`config.mk`:
```
export PLATFORM = sky130hd
export DESIGN_NAME = uart_rx_controller_flat
export DESIGN_NICKNAME = d
export VERILOG_FILES = /design/src/rtl/uart_pkg.sv /design/src/rtl/uart_rx_controller_if.sv /design/src/rtl/uart_rx_sync.sv /design/src/rtl/uart_rx_controller.sv /design/src/flat_wrapper.sv
export SDC_FILE = /design/constraint.sdc
export NUM_CORES = 1
export LEC_CHECK = 0
export ABC_AREA = 0
export BUFFER_PORTS_ARGS = -buffer_cell sky130_fd_sc_hd__buf_2
export CAP_MARGIN = 30
export CORE_UTILIZATION = 45
export DETAILED_ROUTE_END_ITERATION = 8
export HOLD_SLACK_MARGIN = 0.1
export PLACE_DENSITY = 0.67
export SLEW_MARGIN = 5
export SYNTH_ARGS = -nofsm -noshare
export SYNTH_HDL_FRONTEND = slang
export SYNTH_HIERARCHICAL = 1
export SYNTH_SLANG_ARGS = --single-unit
```
`constraint.sdc`:
```
create_clock -name clk -period 4.15 [get_ports clk]
set_input_delay 0 -clock clk [delete_from_list [all_inputs] [get_ports clk]]
set_output_delay 0 -clock clk [all_outputs]
set_load 0.01 [all_outputs]
```
`src/rtl/uart_pkg.sv`:
```
// Shared definitions for the UART receive path: state encoding, default
// frame geometry and the counter-width helper.
package uart_pkg;

    localparam int OVERSAMPLE_DEF = 16;
    localparam int DATA_BITS_DEF  = 8;

    typedef enum logic [2:0] {
        ST_IDLE   = 3'd0,
        ST_START  = 3'd1,
        ST_DATA   = 3'd2,
        ST_PARITY = 3'd3,
        ST_STOP   = 3'd4,
        ST_DONE   = 3'd5
    } rx_state_t;

    // Width of a counter holding 0..count-1, never narrower than one bit.
    function automatic int cnt_width(input int count);
        return (count <= 2) ? 1 : $clog2(count);
    endfunction

    localparam int TICK_W_DEF = cnt_width(OVERSAMPLE_DEF);

endpackage

```
`src/rtl/uart_rx_controller_if.sv`:
```
// Signal bundle between the receive controller and the surrounding UART
// (line input, sample tick, shift-register handshake and received-byte report).
interface uart_rx_controller_if
    import uart_pkg::*;
#(
    parameter int DATA_BITS = DATA_BITS_DEF
) ();

    logic                 Rx_EN;
    logic                 RxD;
    logic                 Rx_sample_ENABLE;
    logic [DATA_BITS-1:0] shift_data_in;
    logic                 shiftEnable;
    logic                 data;
    logic [DATA_BITS-1:0] Rx_DATA;
    logic                 Rx_VALID;
    logic                 Rx_FERROR;
    logic                 Rx_PERROR;
    logic                 busy;

    modport master (
        output Rx_EN, RxD, Rx_sample_ENABLE, shift_data_in,
        input  shiftEnable, data, Rx_DATA, Rx_VALID, Rx_FERROR, Rx_PERROR, busy
    );

    modport slave (
        input  Rx_EN, RxD, Rx_sample_ENABLE, shift_data_in,
        output shiftEnable, data, Rx_DATA, Rx_VALID, Rx_FERROR, Rx_PERROR, busy
    );

endinterface

```
`src/rtl/uart_rx_sync.sv`:
```
// Two-flop synchroniser for the asynchronous serial line; resets to the
// idle (high) level so no false start is seen after reset.
module uart_rx_sync (
    input  logic clk,
    input  logic reset,
    input  logic async_line,
    output logic sync_line
);

    logic [1:0] sync_reg;

    always_ff @(posedge clk) begin
        if (reset) begin
            sync_reg <= 2'b11;
        end else begin
            sync_reg <= {sync_reg[0], async_line};
        end
    end

    assign sync_line = sync_reg[1];

endmodule

```
`src/rtl/uart_rx_controller.sv`:
```
// UART receive control FSM: start detection, mid-bit sampling, parity/stop
// checks and byte report. Define UART_RX_MAJORITY_VOTE_EN for 2-of-3 voting.
module uart_rx_controller
    import uart_pkg::*;
#(
    parameter int OVERSAMPLE = OVERSAMPLE_DEF,
    parameter int DATA_BITS  = DATA_BITS_DEF,
    parameter int PARITY_ODD = 0
) (
    input logic           clk,
    input logic           reset,
    uart_rx_controller_if.slave bus
);

    localparam int TW = cnt_width(OVERSAMPLE);
    localparam int BW = cnt_width(DATA_BITS + 1);

    localparam logic [TW-1:0] TICK_LAST = TW'(OVERSAMPLE - 1);
    localparam logic [BW-1:0] LAST_BIT  = BW'(DATA_BITS - 1);
    localparam logic          ODD_BIT   = (PARITY_ODD != 0);

`ifdef UART_RX_MAJORITY_VOTE_EN
    // Decision one tick after the centre; a good start bit is held until the
    // counter wraps so data bits keep centre = OVERSAMPLE/2-1.
    localparam logic [TW-1:0] START_DEC  = TW'(OVERSAMPLE / 2);
    localparam logic [TW-1:0] START_EXIT = TICK_LAST;
    localparam logic [TW-1:0] BIT_DEC    = TW'(OVERSAMPLE / 2);
    localparam logic [TW-1:0] VOTE_A_CNT = TW'(OVERSAMPLE / 2 - 2);
    localparam logic [TW-1:0] VOTE_B_CNT = TW'(OVERSAMPLE / 2 - 1);
`else
    localparam logic [TW-1:0] START_DEC  = TW'(OVERSAMPLE / 2 - 1);
    localparam logic [TW-1:0] START_EXIT = START_DEC;
    localparam logic [TW-1:0] BIT_DEC    = TICK_LAST;
`endif

    rx_state_t            state_reg, state_next;
    logic [TW-1:0]        tick_cnt_reg, tick_cnt_next, tick_cnt_inc;
    logic [BW-1:0]        bit_cnt_reg, bit_cnt_next;
    logic                 parity_reg, parity_next;
    logic                 perr_reg, perr_next;
    logic                 ferr_reg, ferr_next;
    logic [DATA_BITS-1:0] rx_data_reg;
    logic                 rx_ferror_reg, rx_perror_reg;
    logic                 rxs, sample_bit, tick, enable;

    assign tick   = bus.Rx_sample_ENABLE;
    assign enable = bus.Rx_EN;

    uart_rx_sync u_sync (
        .clk        (clk),
        .reset      (reset),
        .async_line (bus.RxD),
        .sync_line  (rxs)
    );

`ifdef UART_RX_MAJORITY_VOTE_EN
    logic vote_a_reg, vote_b_reg;

    always_ff @(posedge clk) begin
        if (reset) begin
            vote_a_reg <= 1'b1;
            vote_b_reg <= 1'b1;
        end else if (tick) begin
            if (tick_cnt_reg == VOTE_A_CNT) vote_a_reg <= rxs;
            if (tick_cnt_reg == VOTE_B_CNT) vote_b_reg <= rxs;
        end
    end

    assign sample_bit = (vote_a_reg & vote_b_reg) | (vote_a_reg & rxs) | (vote_b_reg & rxs);
`else
    assign sample_bit = rxs;
`endif

    assign tick_cnt_inc = (tick_cnt_reg == TICK_LAST) ? '0 : tick_cnt_reg + 1'b1;

    always_ff @(posedge clk) begin
        if (reset) begin
            state_reg     <= ST_IDLE;
            tick_cnt_reg  <= '0;
            bit_cnt_reg   <= '0;
            parity_reg    <= 1'b0;
            perr_reg      <= 1'b0;
            ferr_reg      <= 1'b0;
            rx_data_reg   <= '0;
            rx_ferror_reg <= 1'b0;
            rx_perror_reg <= 1'b0;
        end else begin
            state_reg    <= state_next;
            tick_cnt_reg <= tick_cnt_next;
            bit_cnt_reg  <= bit_cnt_next;
            parity_reg   <= parity_next;
            perr_reg     <= perr_next;
            ferr_reg     <= ferr_next;
            if (state_reg == ST_DONE && enable) begin
                rx_data_reg   <= bus.shift_data_in;
                rx_ferror_reg <= ferr_reg;
                rx_perror_reg <= perr_reg;
            end
        end
    end

    always_comb begin
        state_next    = state_reg;
        tick_cnt_next = tick_cnt_reg;
        bit_cnt_next  = bit_cnt_reg;
        parity_next   = parity_reg;
        perr_next     = perr_reg;
        ferr_next     = ferr_reg;
        if (!enable) begin
            state_next    = ST_IDLE;
            tick_cnt_next = '0;
            bit_cnt_next  = '0;
            parity_next   = 1'b0;
        end else begin
            case (state_reg)
                ST_IDLE: begin
                    tick_cnt_next = '0;
                    if (tick && !rxs) begin
                        state_next   = ST_START;
                        bit_cnt_next = '0;
                        parity_next  = 1'b0;
                    end
                end
                ST_START: begin
                    if (tick) begin
                        tick_cnt_next = tick_cnt_inc;
                        if (tick_cnt_reg == START_DEC && sample_bit) begin
                            state_next    = ST_IDLE;
                            tick_cnt_next = '0;
                        end else if (tick_cnt_reg == START_EXIT) begin
                            state_next    = ST_DATA;
                            tick_cnt_next = '0;
                            bit_cnt_next  = '0;
                            parity_next   = 1'b0;
                        end
                    end
                end
                ST_DATA: begin
                    if (tick) begin
                        tick_cnt_next = tick_cnt_inc;
                        if (tick_cnt_reg == BIT_DEC) begin
                            parity_next  = parity_reg ^ sample_bit;
                            bit_cnt_next = bit_cnt_reg + 1'b1;
                            if (bit_cnt_reg == LAST_BIT) state_next = ST_PARITY;
                        end
                    end
                end
                ST_PARITY: begin
                    if (tick) begin
                        tick_cnt_next = tick_cnt_inc;
                        if (tick_cnt_reg == BIT_DEC) begin
                            perr_next  = ((parity_reg ^ sample_bit) != ODD_BIT);
                            state_next = ST_STOP;
                        end
                    end
                end
                ST_STOP: begin
                    if (tick) begin
                        tick_cnt_next = tick_cnt_inc;
                        if (tick_cnt_reg == BIT_DEC) begin
                            ferr_next  = !sample_bit;
                            state_next = ST_DONE;
                        end
                    end
                end
                ST_DONE: begin
                    state_next    = ST_IDLE;
                    tick_cnt_next = '0;
                end
                default: state_next = ST_IDLE;
            endcase
        end
    end

    always_comb begin
        bus.shiftEnable = enable && tick && (state_reg == ST_DATA) && (tick_cnt_reg == BIT_DEC);
        bus.data        = sample_bit;
        bus.Rx_VALID    = enable && (state_reg == ST_DONE);
        bus.busy        = (state_reg != ST_IDLE);
        bus.Rx_DATA     = rx_data_reg;
        bus.Rx_FERROR   = rx_ferror_reg;
        bus.Rx_PERROR   = rx_perror_reg;
    end

endmodule

```
`src/flat_wrapper.sv`:
```
// flat-port wrapper written by rule: the top's interface ports become plain ports
module uart_rx_controller_flat import uart_pkg::*;
#(
    parameter int OVERSAMPLE = OVERSAMPLE_DEF,
    parameter int DATA_BITS  = DATA_BITS_DEF,
    parameter int PARITY_ODD = 0
)
  (clk, reset, bus_Rx_EN, bus_RxD, bus_Rx_sample_ENABLE, bus_shift_data_in, bus_shiftEnable, bus_data, bus_Rx_DATA, bus_Rx_VALID, bus_Rx_FERROR, bus_Rx_PERROR, bus_busy);
  uart_rx_controller_if #(.DATA_BITS(DATA_BITS)) bus_i ();
  input logic clk;
  input logic reset;
  input wire logic [$bits(bus_i.Rx_EN)-1:0] bus_Rx_EN;
  input wire logic [$bits(bus_i.RxD)-1:0] bus_RxD;
  input wire logic [$bits(bus_i.Rx_sample_ENABLE)-1:0] bus_Rx_sample_ENABLE;
  input wire logic [$bits(bus_i.shift_data_in)-1:0] bus_shift_data_in;
  output wire logic [$bits(bus_i.shiftEnable)-1:0] bus_shiftEnable;
  output wire logic [$bits(bus_i.data)-1:0] bus_data;
  output wire logic [$bits(bus_i.Rx_DATA)-1:0] bus_Rx_DATA;
  output wire logic [$bits(bus_i.Rx_VALID)-1:0] bus_Rx_VALID;
  output wire logic [$bits(bus_i.Rx_FERROR)-1:0] bus_Rx_FERROR;
  output wire logic [$bits(bus_i.Rx_PERROR)-1:0] bus_Rx_PERROR;
  output wire logic [$bits(bus_i.busy)-1:0] bus_busy;
  assign bus_i.Rx_EN = bus_Rx_EN;
  assign bus_i.RxD = bus_RxD;
  assign bus_i.Rx_sample_ENABLE = bus_Rx_sample_ENABLE;
  assign bus_i.shift_data_in = bus_shift_data_in;
  assign bus_shiftEnable = bus_i.shiftEnable;
  assign bus_data = bus_i.data;
  assign bus_Rx_DATA = bus_i.Rx_DATA;
  assign bus_Rx_VALID = bus_i.Rx_VALID;
  assign bus_Rx_FERROR = bus_i.Rx_FERROR;
  assign bus_Rx_PERROR = bus_i.Rx_PERROR;
  assign bus_busy = bus_i.busy;
  uart_rx_controller #(.OVERSAMPLE(OVERSAMPLE), .DATA_BITS(DATA_BITS), .PARITY_ODD(PARITY_ODD)) u_core (.clk(clk), .reset(reset), .bus(bus_i));
endmodule
```
==> out/metrics.yaml, run 1 <==
pwr:
  powerDensity_nw_per_um2: 240
  peakVddDrop_mv: 0.263
  leakage_nw: 0.721
drt:
  drt-pass1-iter-count: 4
  dr_total_vias: 1244
  viasPerCell: 5.46
  final_antenna_net_count: 0
  wl_per_cell_um: 14.0
  dr.first_iter.drc_count: 54
  drcViolationCount: 0
  routed_wl_um: 3200
sta:
  fin_crit_sh_pct: 63.1
  relSlewSlack_pct: 51.9
  rsz0062_at_grt: "no"
  worstMarginPinSlew_ns: 0.721
  max_freq_ghz: 0.382
  worst_hold_slack_ns: 0.439
  finalSetupViolCount: 0
  slew_violations: 0
  skew_ns: 0.00737
  final.setup.worst_slack_ns: 1.53
  finalHoldViolations: 0
  period_needed_ns: 2.62
  finalSetupTns_ns: 0
layout:
  final_util_pct: 60.3
  area_growth_pct: 23.7
  final_layout_size_suffix_gt1_share_pct: 23.4
  finalNetCount: 213
  fin_area_sq_um: 1720
  insertedDiodeCount: 0
  largest_reg_flops: 8
cts:
  cts-resized-gates: 0
  cts_num_sinks: 26
  clockBufferDepth: 2
  cts_tree: "built"
  htree_levels: 1
  cts-root-buf: "clkbuf_4"
  clk_latency_ns: 0.33
  post_cts_buffers: 0
  numCtsBuffers: 3
  clk_pin_slew_ns: 0.14
grt:
  antenna_found_initial: 0
  grt_pass1_vias: 1211
  grt_max_degree: 17
  track_usage_pct: 21.4
  grt_pass1_wl_um: 5530
  grt.overflow.total: 0
synth:
  syn_nets: 171
  synth.top_cell.area_share_pct: 37.4
  ys_seq_area_share_pct: 37.4
  netlist.top_cell.by_area: "dfxtp_1"
  synth-edff-count: 0
  synth.most_common_cell: "nand2_1"
  ys_top_cells_by_area: "dfxtp_1 37%, nand2_1 8.1%, a21oi_1 5.8%, a2111oi_4 4.0%, nand3_1 3.2%"
  syn_avg_cell_area_sq_um: 8.91
  syn_area_sq_um: 1390
  yosys_warnings: 6
  synth-main-ff-cell: "dfxtp_1"
  async_flop_share_pct: 0
  synth_cell_types: 47
  synth_cells: 156
  ys_seq_elements: 26
  netlist_top_cells_count: "30 x nand2_1, 26 x dfxtp_1, 16 x a21oi_1"
status:
  status: "finished clean"
critical_path:
  r2r_cells: 5
  rrSetupSlack_ns: 1.53
  cp_data_required_time_ns: 4.42
  cp.arrival_ns: 2.89
  worstSetupStartpointType: "flip-flop"
  critical_path_class: "flip-flop to flip-flop"
  crit_fanout: 13
  reg2reg_from: "u_core/state_reg[0]"
  r2r-end: "u_core/bus.Rx_DATA[1]"
  end_kind: "flip-flop"
placed_design:
  dp_hpwl_um: 2130
  port_buffers: 26
  placed_area_sq_um: 1470
  gp_routability_congestion: 0.840
  preCtsSetupSlack_ns: 2.13
die:
  start_util_pct: 48.7
  rows: 19
  die_w_um: 57.6
  die_area_sq_um: 3320
  core_area_sq_um: 2850
  ioPinCount: 27
  die_h_um: 57.6
min_path:
  hold_class: "flip-flop to flip-flop"
  hold_start: "u_core/u_sync/sync_reg[0]"
  min_to: "u_core/u_sync/sync_reg[1]"
  worstHoldPathCells: 1
run:
  maxCapViolCount: 0
-- worst max-delay path by stage --
stage / to / cells after the start / slack [ns] / start
2_1_floorplan: u_core/parity_reg / 6 / 2.36 / u_core/tick_cnt_reg[0]
3_3_place_gp: u_core/state_reg[1] / 6 / 2.20 / u_core/tick_cnt_reg[0]
3_5_place_dp: u_core/parity_reg / 6 / 2.13 / u_core/tick_cnt_reg[0]
4_1_cts: u_core/bus.Rx_DATA[3] / 5 / 1.66 / u_core/state_reg[0]
5_1_grt: u_core/bus.Rx_DATA[1] / 5 / 1.34 / u_core/state_reg[0]
6_report: u_core/bus.Rx_DATA[1] / 5 / 1.53 / u_core/state_reg[0]
-- placed cells by master (no fill, tap or decap), drive strengths merged, types with 6 or more instances in the layout --
cell,instances
a21oi,16
buf,26
dlygate4sd3,21
nand3,9
dfxtp,26
o21ai,6
nand2,30
nor2,8
-- where the power goes --
| group | switching (mW) | internal, mW | total (mW) |
|---|---|---|---|
| registers | 0.00216 | 0.251 | 0.253 |
| logic | 0.0132 | 0.0169 | 0.0301 |
| clock network | 0.0762 | 0.0537 | 0.130 |
-- cells by family (layout without fill, tap and decap cells) --
kind of cell / Yosys count / in the layout / share of synthesized area, %
multiplexers: 2 / 2 / 1.44
flip-flops: 26 / 26 / 37.4
adder cells (fa/ha/maj): 2 / 2 / 1.80
XOR/XNOR: 4 / 4 / 3.06
buffers and inverters: 14 / 55 / 7.29
AND/OR/NAND/NOR: 68 / 68 / 25.2
AO/OA/AOI/OAI: 40 / 40 / 23.8
-- per-layer routing --
metal  part of all wire [%]  global-route usage [%]  up-vias
met2                     52                    37.2       35
met5                      0                       0        -
li1                       -                       -      632
met3                    4.8                    4.54        2
met4                   0.25                    2.44        0
met1                     43                    28.0      575
-- worst max-delay path, cell delays in order, from the launching register on --
cell and delay, ns:
dfxtp_1 0.79, nand3_1 0.50, inv_1 0.42, nand2_1 0.09, a21oi_1 0.17, dlygate4sd3_1 0.60
-- layout make-up --
class	instances	area [sq um]
Clock buffer	4	36.3
Timing Repair Buffer	47	340
Fill cell	247	1130
Inverter	4	15.0
Sequential cell	26	520
Tap cell	31	38.8
Multi-Input combinational cell	116	768
-- what timing repair did --
item | CTS | global route
endpoints found under the hold margin | 19 | 0
setup endpoints to repair | 0 | 0
hold buffers | 21 | 0
-- per-stage QoR --
stage          power [mW]  cells
2_1_floorplan       0.271    156
5_1_grt             0.430    228
6_report            0.413    228
3_5_place_dp        0.279    203
3_3_place_gp        0.278    203
4_1_cts             0.418    228
No activity file was read; power rests on OpenSTA's default activity.
==> run 2: changes to the inputs <==
==> constraint.sdc (replaced) <==
create_clock -name clk -period 2.6 [get_ports clk]
set_input_delay 0 -clock clk [delete_from_list [all_inputs] [get_ports clk]]
set_output_delay 0 -clock clk [all_outputs]
set_load 0.01 [all_outputs]
==> run 2 against run 1 <==
Compared with the run above:
- clock-buffer cell count is 1 lower
- power is 78% higher
- maximum frequency is 7.8% higher
- critical path depth is 1 higher
- sequential power is 60% higher
- largest power group unchanged
- highest routed layer unchanged
==> out/metrics.yaml, run 2 (synthesis gave the netlist of run 1 again) <==
cts:
  clk_pin_slew_ns: 0.15
  clockBufferDepth: 2
  numCtsBuffers: 3
  htree_levels: 1
  post_cts_buffers: 0
  cts_num_sinks: 26
  cts-root-buf: "clkbuf_4"
  clk_latency_ns: 0.33
  cts_tree: "built"
die:
  die_area_sq_um: 3320
  start_util_pct: 48.7
  ioPinCount: 27
  core_area_sq_um: 2850
  die_w_um: 57.6
  die_h_um: 57.6
  rows: 19
min_path:
  hold_class: "flip-flop to flip-flop"
  hold_start: "u_core/u_sync/sync_reg[0]"
placed_design:
  port_buffers: 26
  gp_routability_congestion: 0.816
  dp_hpwl_um: 2000
  preCtsSetupSlack_ns: 0.614
grt:
  track_usage_pct: 20.7
  grt.overflow.total: 0
  grt_pass1_vias: 1223
  grt_pass1_wl_um: 5380
  grt_max_degree: 17
  antenna_found_initial: 0
drt:
  dr_total_vias: 1245
  final_antenna_net_count: 0
  drt-pass1-iter-count: 4
  drcViolationCount: 0
  viasPerCell: 5.44
  routed_wl_um: 3090
  wl_per_cell_um: 13.5
  dr.first_iter.drc_count: 24
critical_path:
  end_kind: "flip-flop"
  worstSetupStartpointType: "flip-flop"
  max_stage_delay_ns: 0.57
  crit_fanout: 13
  cp.arrival_ns: 2.70
  startpoint: "u_core/state_reg[1]"
  reg2reg_from: "u_core/state_reg[1]"
  critical_path_class: "flip-flop to flip-flop"
  cp_data_required_time_ns: 2.87
  crit_chain: "and2b_4 -> nand3_1 -> inv_1 -> nand2_1 -> a21oi_1 -> dlygate4sd3_1"
  crit_slowest_cell: "dlygate4sd3_1"
sta:
  finalSetupViolCount: 0
  max_freq_ghz: 0.412
  relSlewSlack_pct: 66.6
  fin_crit_sh_pct: 93.4
  skew_ns: 0.00946
  worstMarginPinSlew_ns: 0.500
  finalSetupTns_ns: 0
  slew_violations: 0
  worst_hold_slack_ns: 0.443
  finalHoldViolations: 0
  final.setup.worst_slack_ns: 0.172
  period_needed_ns: 2.43
  rsz0062_at_grt: "no"
layout:
  finalNetCount: 214
  fillCellCount: 251
  final_layout_size_suffix_gt1_share_pct: 24.7
  insertedDiodeCount: 0
  layout_commonest_cell: "nand2_1"
  largest_reg_flops: 8
  mostFrequentLayoutCells: "30 x nand2_1, 26 x buf_2, 24 x dfxtp_1"
  area_growth_pct: 25.6
pwr:
  leakage_nw: 0.734
  peakVddDrop_mv: 0.267
  powerDensity_nw_per_um2: 422
run:
  maxCapViolCount: 0
status:
  status: "finished clean"
## run 2: changes by cell type in the layout (fill, tap and decap cells not counted)
| cell | delta |
|---|---|
| dfxtp_1 | -2 |
| dfxtp_2 | +2 |
| buf_4 | +1 |
| bufinv_16 | +1 |
| clkbuf_8 | -1 |
## run 2: worst paths after layout
| path | to | depth (start not counted) | slack (ns) |
|---|---|---|---|
| setup reg to reg | u_core/bus.Rx_DATA[5] | 6 | 0.17 |
| setup / recovery | u_core/bus.Rx_DATA[5] | 6 | 0.17 |
| hold / removal | u_core/u_sync/sync_reg[1] | 1 | 0.44 |
| hold reg to reg | u_core/u_sync/sync_reg[1] | 1 | 0.44 |
## run 2: worst max-delay path, delay by kind of cell (launching register included)
kind / cells / cell delay [ns]
AND/OR/NAND/NOR: 3 / 0.76
AO/OA/AOI/OAI: 1 / 0.15
flip-flops: 1 / 0.49
buffers and inverters: 2 / 0.97
## run 2: layout make-up
class                      count  area [sq um]  share of cell area [%]
multi-input combinational    116           768                    44.0
sequential                    26           523                    30.0
timing repair buffer          48           348                    19.9
tap                           31          38.8                    2.22
clock inverter                 1          30.0                    1.72
clock buffer                   3          22.5                    1.29
inverter                       4          15.0                   0.860
## run 2: through the flow
stage	instances	power [mW]	utilization, %	cell area (sq um)
final	229	0.736	61.2	1750
after global routing	229	0.760	61.2	1750
after CTS	229	0.745	61.1	1740
after detailed placement	204	0.446	51.9	1480
after global placement	204	0.445	51.9	1480
after floorplan	156	0.433	-	1390
## run 2: report_power, final
group          switching [mW]  internal (mW)
Sequential            0.00341          0.400
Clock                   0.127          0.156
Combinational          0.0212         0.0280
## run 2: per-layer routing
| metal | global-route usage, % | vias up | share of wire [%] |
|---|---|---|---|
| li1 | - | 634 | - |
| met1 | 27.3 | 580 | 46 |
| met2 | 36.0 | 27 | 49 |
| met3 | 2.04 | 4 | 3.5 |
| met4 | 5.23 | 0 | 0.84 |
| met5 | 0 | - | 0 |
## run 2: repair_timing
item,CTS,global route
hold buffers,21,0
hold endpoints to repair,19,0
resized for setup,0,2
setup endpoints to repair,0,8
